<file path="src/rtl/dmem_arbiter_pkg.sv">
// Shared constants and types for the data-memory arbiter: owner encodings,
// grant-vector indices, data-memory FUNC3 sizes and the muxed command record.
package dmem_arbiter_pkg;

  localparam logic [0:0] OWN_CORE_PRI  = 1'b0;
  localparam logic [0:0] OWN_EXT_BURST = 1'b1;

  localparam int REQ_CORE = 0;
  localparam int REQ_EXT  = 1;
  localparam int NUM_REQ  = 2;

  // Access sizes as decoded by the data memory
  typedef enum logic [2:0] {
    F3_BYTE  = 3'b000,
    F3_HALF  = 3'b001,
    F3_WORD  = 3'b010,
    F3_BYTEU = 3'b100,
    F3_HALFU = 3'b101
  } func3_e;

  typedef struct packed {
    logic        mrd;
    logic        mwrt;
    logic [2:0]  func3;
    logic [31:0] addr;
    logic [31:0] wdata;
  } mem_cmd_t;

  function automatic mem_cmd_t make_cmd(input logic we, input logic [2:0] func3,
                                        input logic [31:0] addr, input logic [31:0] wdata);
    mem_cmd_t cmd;
    cmd.mrd   = !we;
    cmd.mwrt  = we;
    cmd.func3 = func3;
    cmd.addr  = addr;
    cmd.wdata = wdata;
    return cmd;
  endfunction

  function automatic logic [15:0] sat_inc16(input logic [15:0] value);
    return (value == 16'hFFFF) ? value : value + 16'd1;
  endfunction

endpackage

</file>
<file path="src/rtl/dmem_arbiter_if.sv">
// Bus bundle between the two requesters (core, ext), the arbiter and the data memory.
interface dmem_arbiter_if;

  logic        core_req;
  logic        core_we;
  logic [2:0]  core_func3;
  logic [31:0] core_addr;
  logic [31:0] core_wdata;
  logic [31:0] core_rdata;
  logic        core_stall;

  logic        ext_req;
  logic        ext_we;
  logic [2:0]  ext_func3;
  logic [31:0] ext_addr;
  logic [31:0] ext_wdata;
  logic        ext_lock;
  logic        ext_ack;
  logic [31:0] ext_rdata;

  logic        mem_mrd;
  logic        mem_mwrt;
  logic [2:0]  mem_func3;
  logic [31:0] mem_addr;
  logic [31:0] mem_wdata;
  logic [31:0] mem_rdata;

  // master: requesters plus data memory; slave: the arbiter
  modport master (
    output core_req, core_we, core_func3, core_addr, core_wdata,
    input  core_rdata, core_stall,
    output ext_req, ext_we, ext_func3, ext_addr, ext_wdata, ext_lock,
    input  ext_ack, ext_rdata,
    input  mem_mrd, mem_mwrt, mem_func3, mem_addr, mem_wdata,
    output mem_rdata
  );

  modport slave (
    input  core_req, core_we, core_func3, core_addr, core_wdata,
    output core_rdata, core_stall,
    input  ext_req, ext_we, ext_func3, ext_addr, ext_wdata, ext_lock,
    output ext_ack, ext_rdata,
    output mem_mrd, mem_mwrt, mem_func3, mem_addr, mem_wdata,
    input  mem_rdata
  );

endinterface

</file>
<file path="src/rtl/dmem_arb_fsm.sv">
// Ownership FSM for the data-memory arbiter: core priority with an ext
// starvation counter and a bounded, lockable ext burst mode.
module dmem_arb_fsm
  import dmem_arbiter_pkg::*;
#(
  parameter int STARVE_LIMIT = 4,
  parameter int MAX_BURST    = 8
) (
  input  logic               clk,
  input  logic               reset_n,
  input  logic               core_req,
  input  logic               ext_req,
  input  logic               ext_lock,
  output logic [NUM_REQ-1:0] gnt
);

  localparam logic [7:0] STARVE_LIM8 = 8'(STARVE_LIMIT);
  localparam logic [7:0] MAX_BURST8  = 8'(MAX_BURST);
  localparam logic       BURST_OK    = (MAX_BURST > 1);

  logic [0:0] owner;
  logic [7:0] wait_cnt;
  logic [7:0] beat_cnt;
  logic       ext_win;
  logic       burst_end;

  // Grant decision; in a burst ext keeps the port even when it bubbles
  always_comb begin
    ext_win = ext_req && ((owner == OWN_EXT_BURST) || !core_req || (wait_cnt == STARVE_LIM8));
    burst_end = !ext_req || !ext_lock || ((beat_cnt + 8'd1) == MAX_BURST8);
    gnt = '0;
    if (reset_n) begin
      gnt[REQ_EXT]  = ext_win;
      gnt[REQ_CORE] = core_req && (owner == OWN_CORE_PRI) && !ext_win;
    end
  end

  always_ff @(posedge clk) begin
    if (!reset_n) begin
      owner    <= OWN_CORE_PRI;
      wait_cnt <= 8'd0;
      beat_cnt <= 8'd0;
    end else begin
      if (ext_req && !ext_win) begin
        if (wait_cnt != STARVE_LIM8) begin
          wait_cnt <= wait_cnt + 8'd1;
        end
      end else begin
        wait_cnt <= 8'd0;
      end

      if (owner == OWN_CORE_PRI) begin
        if (ext_win && ext_lock && BURST_OK) begin
          owner    <= OWN_EXT_BURST;
          beat_cnt <= 8'd1;
        end
      end else if (burst_end) begin
        owner    <= OWN_CORE_PRI;
        beat_cnt <= 8'd0;
      end else begin
        beat_cnt <= beat_cnt + 8'd1;
      end
    end
  end

endmodule

</file>
<file path="src/rtl/dmem_arbiter.sv">
// Data-memory port arbiter between the pipeline MEM stage (core) and the ext port.
// Optional DMEM_ARB_STATS_EN adds saturating stall/ext-grant cycle counters.
module dmem_arbiter
  import dmem_arbiter_pkg::*;
#(
  parameter int STARVE_LIMIT = 4,
  parameter int MAX_BURST    = 8
) (
  input  logic           clk,
  input  logic           reset_n,
  dmem_arbiter_if.slave  bus
`ifdef DMEM_ARB_STATS_EN
  ,
  output logic [15:0]    stat_stall,
  output logic [15:0]    stat_ext
`endif
);

  logic [NUM_REQ-1:0] gnt;
  mem_cmd_t           cmd;

  dmem_arb_fsm #(
    .STARVE_LIMIT (STARVE_LIMIT),
    .MAX_BURST    (MAX_BURST)
  ) u_fsm (
    .clk      (clk),
    .reset_n  (reset_n),
    .core_req (bus.core_req),
    .ext_req  (bus.ext_req),
    .ext_lock (bus.ext_lock),
    .gnt      (gnt)
  );

  // Grants are already gated by reset, so an idle or reset cycle drives all zeros
  always_comb begin
    cmd = '0;
    if (gnt[REQ_EXT]) begin
      cmd = make_cmd(bus.ext_we, bus.ext_func3, bus.ext_addr, bus.ext_wdata);
    end else if (gnt[REQ_CORE]) begin
      cmd = make_cmd(bus.core_we, bus.core_func3, bus.core_addr, bus.core_wdata);
    end
  end

  assign bus.mem_mrd    = cmd.mrd;
  assign bus.mem_mwrt   = cmd.mwrt;
  assign bus.mem_func3  = cmd.func3;
  assign bus.mem_addr   = cmd.addr;
  assign bus.mem_wdata  = cmd.wdata;

  assign bus.core_stall = reset_n && bus.core_req && !gnt[REQ_CORE];
  assign bus.ext_ack    = gnt[REQ_EXT];
  assign bus.core_rdata = reset_n ? bus.mem_rdata : 32'd0;
  assign bus.ext_rdata  = reset_n ? bus.mem_rdata : 32'd0;

`ifdef DMEM_ARB_STATS_EN
  always_ff @(posedge clk) begin
    if (!reset_n) begin
      stat_stall <= 16'd0;
      stat_ext   <= 16'd0;
    end else begin
      if (bus.core_stall) begin
        stat_stall <= sat_inc16(stat_stall);
      end
      if (bus.ext_ack) begin
        stat_ext <= sat_inc16(stat_ext);
      end
    end
  end
`endif

endmodule

</file>
<file path="src/flat_wrapper.sv">
// flat-port wrapper written by rule: the top's interface ports become plain ports
module dmem_arbiter_flat import dmem_arbiter_pkg::*;
#(
  parameter int STARVE_LIMIT = 4,
  parameter int MAX_BURST    = 8
)
  (clk, reset_n, bus_core_req, bus_core_we, bus_core_func3, bus_core_addr, bus_core_wdata, bus_core_rdata, bus_core_stall, bus_ext_req, bus_ext_we, bus_ext_func3, bus_ext_addr, bus_ext_wdata, bus_ext_lock, bus_ext_ack, bus_ext_rdata, bus_mem_mrd, bus_mem_mwrt, bus_mem_func3, bus_mem_addr, bus_mem_wdata, bus_mem_rdata);
  dmem_arbiter_if bus_i ();
  input  logic clk;
  input  logic reset_n;
  input wire logic [$bits(bus_i.core_req)-1:0] bus_core_req;
  input wire logic [$bits(bus_i.core_we)-1:0] bus_core_we;
  input wire logic [$bits(bus_i.core_func3)-1:0] bus_core_func3;
  input wire logic [$bits(bus_i.core_addr)-1:0] bus_core_addr;
  input wire logic [$bits(bus_i.core_wdata)-1:0] bus_core_wdata;
  output wire logic [$bits(bus_i.core_rdata)-1:0] bus_core_rdata;
  output wire logic [$bits(bus_i.core_stall)-1:0] bus_core_stall;
  input wire logic [$bits(bus_i.ext_req)-1:0] bus_ext_req;
  input wire logic [$bits(bus_i.ext_we)-1:0] bus_ext_we;
  input wire logic [$bits(bus_i.ext_func3)-1:0] bus_ext_func3;
  input wire logic [$bits(bus_i.ext_addr)-1:0] bus_ext_addr;
  input wire logic [$bits(bus_i.ext_wdata)-1:0] bus_ext_wdata;
  input wire logic [$bits(bus_i.ext_lock)-1:0] bus_ext_lock;
  output wire logic [$bits(bus_i.ext_ack)-1:0] bus_ext_ack;
  output wire logic [$bits(bus_i.ext_rdata)-1:0] bus_ext_rdata;
  output wire logic [$bits(bus_i.mem_mrd)-1:0] bus_mem_mrd;
  output wire logic [$bits(bus_i.mem_mwrt)-1:0] bus_mem_mwrt;
  output wire logic [$bits(bus_i.mem_func3)-1:0] bus_mem_func3;
  output wire logic [$bits(bus_i.mem_addr)-1:0] bus_mem_addr;
  output wire logic [$bits(bus_i.mem_wdata)-1:0] bus_mem_wdata;
  input wire logic [$bits(bus_i.mem_rdata)-1:0] bus_mem_rdata;
  assign bus_i.core_req = bus_core_req;
  assign bus_i.core_we = bus_core_we;
  assign bus_i.core_func3 = bus_core_func3;
  assign bus_i.core_addr = bus_core_addr;
  assign bus_i.core_wdata = bus_core_wdata;
  assign bus_core_rdata = bus_i.core_rdata;
  assign bus_core_stall = bus_i.core_stall;
  assign bus_i.ext_req = bus_ext_req;
  assign bus_i.ext_we = bus_ext_we;
  assign bus_i.ext_func3 = bus_ext_func3;
  assign bus_i.ext_addr = bus_ext_addr;
  assign bus_i.ext_wdata = bus_ext_wdata;
  assign bus_i.ext_lock = bus_ext_lock;
  assign bus_ext_ack = bus_i.ext_ack;
  assign bus_ext_rdata = bus_i.ext_rdata;
  assign bus_mem_mrd = bus_i.mem_mrd;
  assign bus_mem_mwrt = bus_i.mem_mwrt;
  assign bus_mem_func3 = bus_i.mem_func3;
  assign bus_mem_addr = bus_i.mem_addr;
  assign bus_mem_wdata = bus_i.mem_wdata;
  assign bus_i.mem_rdata = bus_mem_rdata;
  dmem_arbiter #(.STARVE_LIMIT(STARVE_LIMIT), .MAX_BURST(MAX_BURST)) u_core (.clk(clk), .reset_n(reset_n), .bus(bus_i));
endmodule
</file>
<file path="config.mk">
export PLATFORM = sky130hd
export DESIGN_NAME = dmem_arbiter_flat
export DESIGN_NICKNAME = d
export VERILOG_FILES = /design/src/rtl/dmem_arbiter_pkg.sv /design/src/rtl/dmem_arbiter_if.sv /design/src/rtl/dmem_arb_fsm.sv /design/src/rtl/dmem_arbiter.sv /design/src/flat_wrapper.sv
export SDC_FILE = /design/constraint.sdc
export NUM_CORES = 1
export LEC_CHECK = 0
export ABC_AREA = 1
export CORE_AREA = 2 2 119 121
export CTS_CLUSTER_SIZE = 20
export DETAILED_ROUTE_END_ITERATION = 8
export DIE_AREA = 0 0 121 123
export MAX_ROUTING_LAYER = met4
export PLACE_DENSITY = 0.6
export SYNTH_ARGS = -nofsm -noshare
export SYNTH_HDL_FRONTEND = slang
export SYNTH_SLANG_ARGS = --single-unit
</file>
<file path="constraint.sdc">
create_clock -name clk -period 1.9 [get_ports clk]
set_input_delay 0.38 -clock clk [delete_from_list [all_inputs] [get_ports clk]]
set_output_delay 0.38 -clock clk [all_outputs]
set_load 0.1 [all_outputs]
</file>
==> metrics.txt <==
status=complete, but fails checks; failing checks=setup timing; Synth cell types=26; sequential power share=slightly above 9%; Fillers=964; htree depth=1; pre-CTS setup slack=-0.529 ns; Top FF cell, synth=dfxtp_1; I/O pins=just over 300; number of remaining DRC errors=0; sequential element share of the synthesized area=between 10 and 15%; nets@finish=950; CTS Buf Count=3; Hold WS=about 0.5 ns; Post-Syn Nets=650; asr flop ratio synth=0%; Warnings, synthesis=0; CTS tree=done; CP bufs+invs=4; CP max stage delay=roughly 0.32 ns; DRT iter0 DRCs=about 220; clk slew on worst S/H paths=approximately 0.05 ns; Pwr Density=420 nW/um^2; RSZ-0062 raised after global routing=yes; switching power=2.06 mW; most common cell after layout, fill and taps aside=clkdlybuf4s50_1; First-pass DRT Iterations=4; CTS Root Buffer Type=clkbuf_16; delay-heaviest family, CP=simple AND/OR/NAND/NOR gates; CP endpoint kind=primary output; clock latency on the worst-skew pair=0.25 ns; Worst Path Max Fanout=17; Tmin final=2.37 ns; area of the multi-input gates=3350 um^2; design area=9470 um^2; post-detailed-route wirelength per cell=between 15 and 20 um; Die Width=121 um; FF/Latch Area=342 um^2; Max Fclk=422 MHz; Die Span Y=between 100 and 150 um; max capacitance violation total=0; Clock Skew=0.00407 ns; Placed Instances=930; met2 Use GR=between 40 and 50%; area growth from synthesis to layout=289%; HP Class=register to register; post-synthesis cell area=roughly 2400 um^2; vias in the first global route=4,505; largest net degree at the start of global routing=31; starting density of the core=between 15 and 20%; core area=about 14,000 um^2; DRT Wirelength=18.0 mm; Final period util=125%; Die Area=~15,000 um^2; WP data arrival=1.99 ns; Critical Path RT=1.52 ns; post-DP HPWL=~14 mm; row count=43; number of synthesized flops with an enable pin=0; Yosys reg bits=17; final total power=3.97 mW; fin util=between 60% and 70%; Placed Area=~8400 um^2; Avg Vias per Cell=between 4 and 5; slowest CP cell=dfxtp_2; Sink Count=17; Synth Instances=473; GR Overflow Total=0; critical path startpoint category=register; Tot GR Track Use=between 20% and 30%; WS Path Type=register to primary output; combinational power share=around 80%; Synth Area per Inst=5.14 um^2; GRT busiest layer=met2; Clock Tree Buf Depth=2; M3 GR Usage=between 4 and 5%; GRT met1 Usage=between 20% and 30%; Net Sw Frac=51.8%; ANT cells=0; DR vias=approximately 4,300; antenna violations before repair=0; Hold Vio Cnt, Final=0; Internal=about 1.9 mW; Final Non-Filler Cells=952; Worst-Margin Slew=between 0.3 and 0.4 ns; worst vdd ir=between 200 and 300 uV; GPL Wtd Cong=roughly 0.8; Final Worst Setup Slack=-0.469 ns; Max transition margin=between 70% and 80%; worst path cell trace=inv_2, ha_4, nand3_2, or2_4, nand2_4, nand2_8, buf_12, buf_12, nand3_1, nand2_8, buf_12; Leak=3.68 nW; Final ANT Viol Nets=0; first-pass GRT wire length=approximately 26 mm; Setup violations, final=a little over 70; PortBufs=between 300 and 400; count of pins over their slew limit=0; most frequent cells in the layout=clkdlybuf4s50_1, buf_12, nand2_8; setup TNS=-29.41 ns; Clock Power Share=around a tenth; most frequent CP cell=buf_12; layout cell share with drive strength beyond 1=56.3%
==> layout make-up <==
cell class                      instances  share of cell area [%]
Timing Repair Buffer                  353                    54.0
Multi-Input combinational cell        338                    35.4
Inverter                               60                    3.78
Sequential cell                        17                    3.61
Tap cell                              180                    2.38
Clock buffer                            3                   0.793
Clock inverter                          1                  0.0793
==> final timing paths <==
kind	startpoint	end	slack (ns)	cells after the start
min	u_core.u_fsm.beat_cnt[7]$_SDFFE_PN0P_	u_core.u_fsm.beat_cnt[7]$_SDFFE_PN0P_	0.50	2
max reg2reg	u_core.u_fsm.beat_cnt[0]$_SDFFE_PN0P_	u_core.u_fsm.beat_cnt[3]$_SDFFE_PN0P_	0.27	8
min reg2reg	u_core.u_fsm.beat_cnt[7]$_SDFFE_PN0P_	u_core.u_fsm.beat_cnt[7]$_SDFFE_PN0P_	0.50	2
max	u_core.u_fsm.wait_cnt[0]$_SDFFE_PN0N_	bus_mem_wdata[31]	-0.47	11
==> routing by layer <==
metal / vias to the layer above / wire length (um)
met5: - / 0
met2: 214 / 10100
met1: 2032 / 6120
met3: 24 / 1350
li1: 2039 / -
met4: 0 / 424
==> what timing repair did <==
action | CTS | global route
pin swaps | 6 | 3
endpoints found under the hold margin | 0 | 0
hold buffers | 0 | 0
buffers inserted | 6 | 4
gates cloned | 7 | 3
gates resized for setup | 114 | 37
setup endpoints to repair | 71 | 71
==> Yosys cell counts, types with 2 or more instances <==
cell type / n / area [um^2]
inv_1: 58 / 218
a21oi_1: 14 / 70.1
clkbuf_1: 11 / 41.3
inv_2: 2 / 7.51
ha_1: 4 / 50.1
nand2_2: 2 / 12.5
nand3_1: 95 / 475
nor2_1: 10 / 37.5
nor3b_1: 2 / 15.0
buf_4: 33 / 248
o21ai_0: 2 / 10.0
buf_2: 8 / 40.0
buf_6: 3 / 33.8
o21a_1: 2 / 15.0
dfxtp_1: 17 / 340
buf_1: 3 / 11.3
nand2_1: 198 / 743
==> power groups by stage <==
stage                     Clock, mW  Combinational, mW  Sequential, mW
final                         0.423               3.19           0.363
after global routing          0.452               3.28           0.364
after CTS                     0.436               3.13           0.363
after detailed placement          0               2.97           0.371
after global placement            0               2.94           0.370
after floorplan                   0               1.88           0.370
==> cells by family after synthesis <==
family	Yosys count	synth area share, %
compound gates	20	4.48
fa+ha+maj	4	2.06
buf+inv	118	24.7
flops	17	14.0
simple gates	314	54.8
==> flip-flops by register name (all words and copies together) (netlist names) <==
register               cells
u_core.u_fsm.owner         1
u_core.u_fsm.beat_cnt      8
u_core.u_fsm.wait_cnt      8
==> tightest hold or removal path, stage by stage (launching register included) <==
cell     delay, ns
dfxtp_1       0.32
nand3_1       0.08
a21oi_1       0.05
(Power assumes the default switching activity.)
==> RTL change (config.mk and constraints unchanged) <==
`MAX_BURST` is set to 8 in 3 places; all go to 7.
--- a/src/rtl/dmem_arb_fsm.sv
+++ b/src/rtl/dmem_arb_fsm.sv
@@ -5,5 +5,5 @@
 #(
   parameter int STARVE_LIMIT = 4,
-  parameter int MAX_BURST    = 8
+  parameter int MAX_BURST    = 7
 ) (
   input  logic               clk,
--- a/src/rtl/dmem_arbiter.sv
+++ b/src/rtl/dmem_arbiter.sv
@@ -5,5 +5,5 @@
 #(
   parameter int STARVE_LIMIT = 4,
-  parameter int MAX_BURST    = 8
+  parameter int MAX_BURST    = 7
 ) (
   input  logic           clk,
--- a/src/flat_wrapper.sv
+++ b/src/flat_wrapper.sv
@@ -3,5 +3,5 @@
 #(
   parameter int STARVE_LIMIT = 4,
-  parameter int MAX_BURST    = 8
+  parameter int MAX_BURST    = 7
 )
   (clk, reset_n, bus_core_req, bus_core_we, bus_core_func3, bus_core_addr, bus_core_wdata, bus_core_rdata, bus_core_stall, bus_ext_req, bus_ext_we, bus_ext_func3, bus_ext_addr, bus_ext_wdata, bus_ext_lock, bus_ext_ack, bus_ext_rdata, bus_mem_mrd, bus_mem_mwrt, bus_mem_func3, bus_mem_addr, bus_mem_wdata, bus_mem_rdata);
Function: changed (Yosys sat finds a counterexample within 10 cycles, from zero or initial values and one cycle with reset_n low).
==> RTL change against the original RTL <==
The run still ends with negative setup slack left; sequential share of layout area up 0.22 points; cell area decreased by 5.3%; sequential cell count did not move; first-iteration DRC count fell by 25%; area after synthesis is 0.10% higher; setup slack better by 0.11 ns; critical path type unchanged; routed wire length decreased by 9.5%; power is 2.6% lower; largest cell class unchanged.
==> RTL change: results (changes against the original RTL) <==
grt_antenna_before_repair: 0  # unchanged
async_flop_share_pct: 0  # unchanged
arrival_ns: 1.88  # was 1.99 ns
numCtsBuffers: 3  # unchanged
synth.net_count: 655  # was 650
drive_above_1_share_pct: 51.98  # was 56.35%
gp_congestion: 0.7751  # was 0.8207
r2r_slack_ns: 0.24  # was 0.27 ns
clock_path_buffers: 2  # unchanged
setup_violations: 71  # unchanged
grt_pass1_wl_mm: 24.05  # was 25.50 mm
run_status: "finished with violations"  # unchanged
path_clk_slew_ns: 0.05  # about the same
clk_latency_ns: 0.25  # about the same
yosysWarnings: 0  # unchanged
wl_per_cell_um: 16.90  # was 18.89 µm
drt_iter0_drc: 163  # was 218
min_path_type: "flop to flop"  # unchanged
ys_top_cells_by_area: "nand2_1, nand3_1, dfxtp_1"  # unchanged
cts-root-buf: "clkbuf_16"  # unchanged
h-tree-depth: 1  # unchanged
synthFlopType: "dfxtp_1"  # unchanged
first_pass_iters: 6  # was 4
fin_skew_ns: 0.004492  # was 0.004068 ns
violations: "negative setup slack"  # unchanged
ys_seq_area_share_pct: 13.98  # was 14.00%
grt_max_degree: 35  # was 31
peakVddDrop_v: 0.0002465  # was 0.0002728 V
io_buffers: 307  # unchanged
grt_pass1_vias: 4472  # was 4505
dpl.hpwl_mm: 12.93  # was 13.94 mm
via_per_inst: 4.425  # was 4.526
layout.nets: 961  # was 950
reg_top3: "u_core.u_fsm.beat_cnt (8), u_core.u_fsm.wait_cnt (8), u_core.u_fsm.owner (1)"  # unchanged
place_ws_ns: -0.6102  # was -0.5290 ns
p_leak_nw: 3.545  # was 3.682 nW
synth.distinct_cells: 25  # was 26
fin_ws_ns: -0.3569  # was -0.4690 ns
track_usage_pct: 21.36  # was 22.84%
tns_ns: -21.21  # was -29.41 ns
ys_top_cells_by_count: "nand2_1, nand3_1, inv_1"  # unchanged
n_antenna_cell: 0  # unchanged
relSlewSlack_pct: 74.64  # was 78.90%
path_max_fanout: 8  # was 17
RTL change: power breakdown:
| group | leakage (nW) | switching (W) | internal, W | total (W) |
|---|---|---|---|---|
| Clock | 0.0409 | 0.000145 | 0.000282 | 0.000427 |
| Combinational | 3.37 | 0.00185 | 0.00123 | 0.00308 |
| Sequential | 0.138 | 0.00000468 | 0.000360 | 0.000365 |
RTL change: metrics by stage:
step	hold WS (ns)	power, W	instances	area (µm²)
finish	0.4812	0.003873	963	8964
global route	0.5296	0.003993	963	8964
CTS	0.4833	0.003840	963	8755
detailed placement	0.4758	0.003243	938	7963
global placement	0.4629	0.003223	938	7963
floorplan	0.4224	0.002153	478	3839
RTL change: cells by family after synthesis:
family                   share of synthesized area, %
AO/OA/AOI/OAI                                   3.907
flip-flops                                      13.98
XOR/XNOR                                       0.3600
AND/OR/NAND/NOR                                 55.37
adder cells (fa/ha/maj)                         2.057
buffers and inverters                           24.32
RTL change: path summary, 6_finish.rpt:
path | from | to | cells past startpoint
worst min register to register | u_core.u_fsm.beat_cnt[7] | u_core.u_fsm.beat_cnt[7] | 2
worst max register to register | u_core.u_fsm.beat_cnt[0] | u_core.u_fsm.beat_cnt[3] | 8
worst min-delay path | u_core.u_fsm.beat_cnt[7] | u_core.u_fsm.beat_cnt[7] | 2
worst max-delay path | u_core.u_fsm.wait_cnt[0] | bus_mem_addr[25] | 11
RTL change: critical path, cell delays in order, from the launching register on:
cell and delay, ns:
dfxtp_2 0.32, inv_2 0.06, ha_4 0.13, nand3_4 0.07, o21ai_4 0.17, buf_6 0.14
nand2_8 0.08, buf_12 0.18, buf_12 0.13, nand3_2 0.11, nand2_8 0.06, buf_12 0.16
RTL change: final cells by class:
class | count | area (µm²)
clock buffers | 3 | 75.07
repair buffers | 358 | 5125
clock inverters | 1 | 5.005
multi-input cells | 347 | 2849
flip-flops and latches | 17 | 342.8
well taps | 180 | 225.2
fillers | 1029 | 4648
inverters | 57 | 341.6
RTL change: per-layer routing:
metal | routed length (µm) | up-vias | share of wire, % | track usage (%)
met5 | 0 | - | 0 | -
met1 | 5518 | 1960 | 34 | 22.39
met4 | 342 | 0 | 2.1 | 5.523
met2 | 9263 | 221 | 57 | 41.33
met3 | 1147 | 20 | 7.0 | 3.459
li1 | - | 2060 | - | -
RTL change: timing repair:
action | 4_1_cts | 5_1_grt
setup endpoints to repair | 71 | 71
gates cloned | 8 | 1
gates resized for setup | 85 | 46
pin swaps | 5 | 19
buffers inserted | 13 | 3
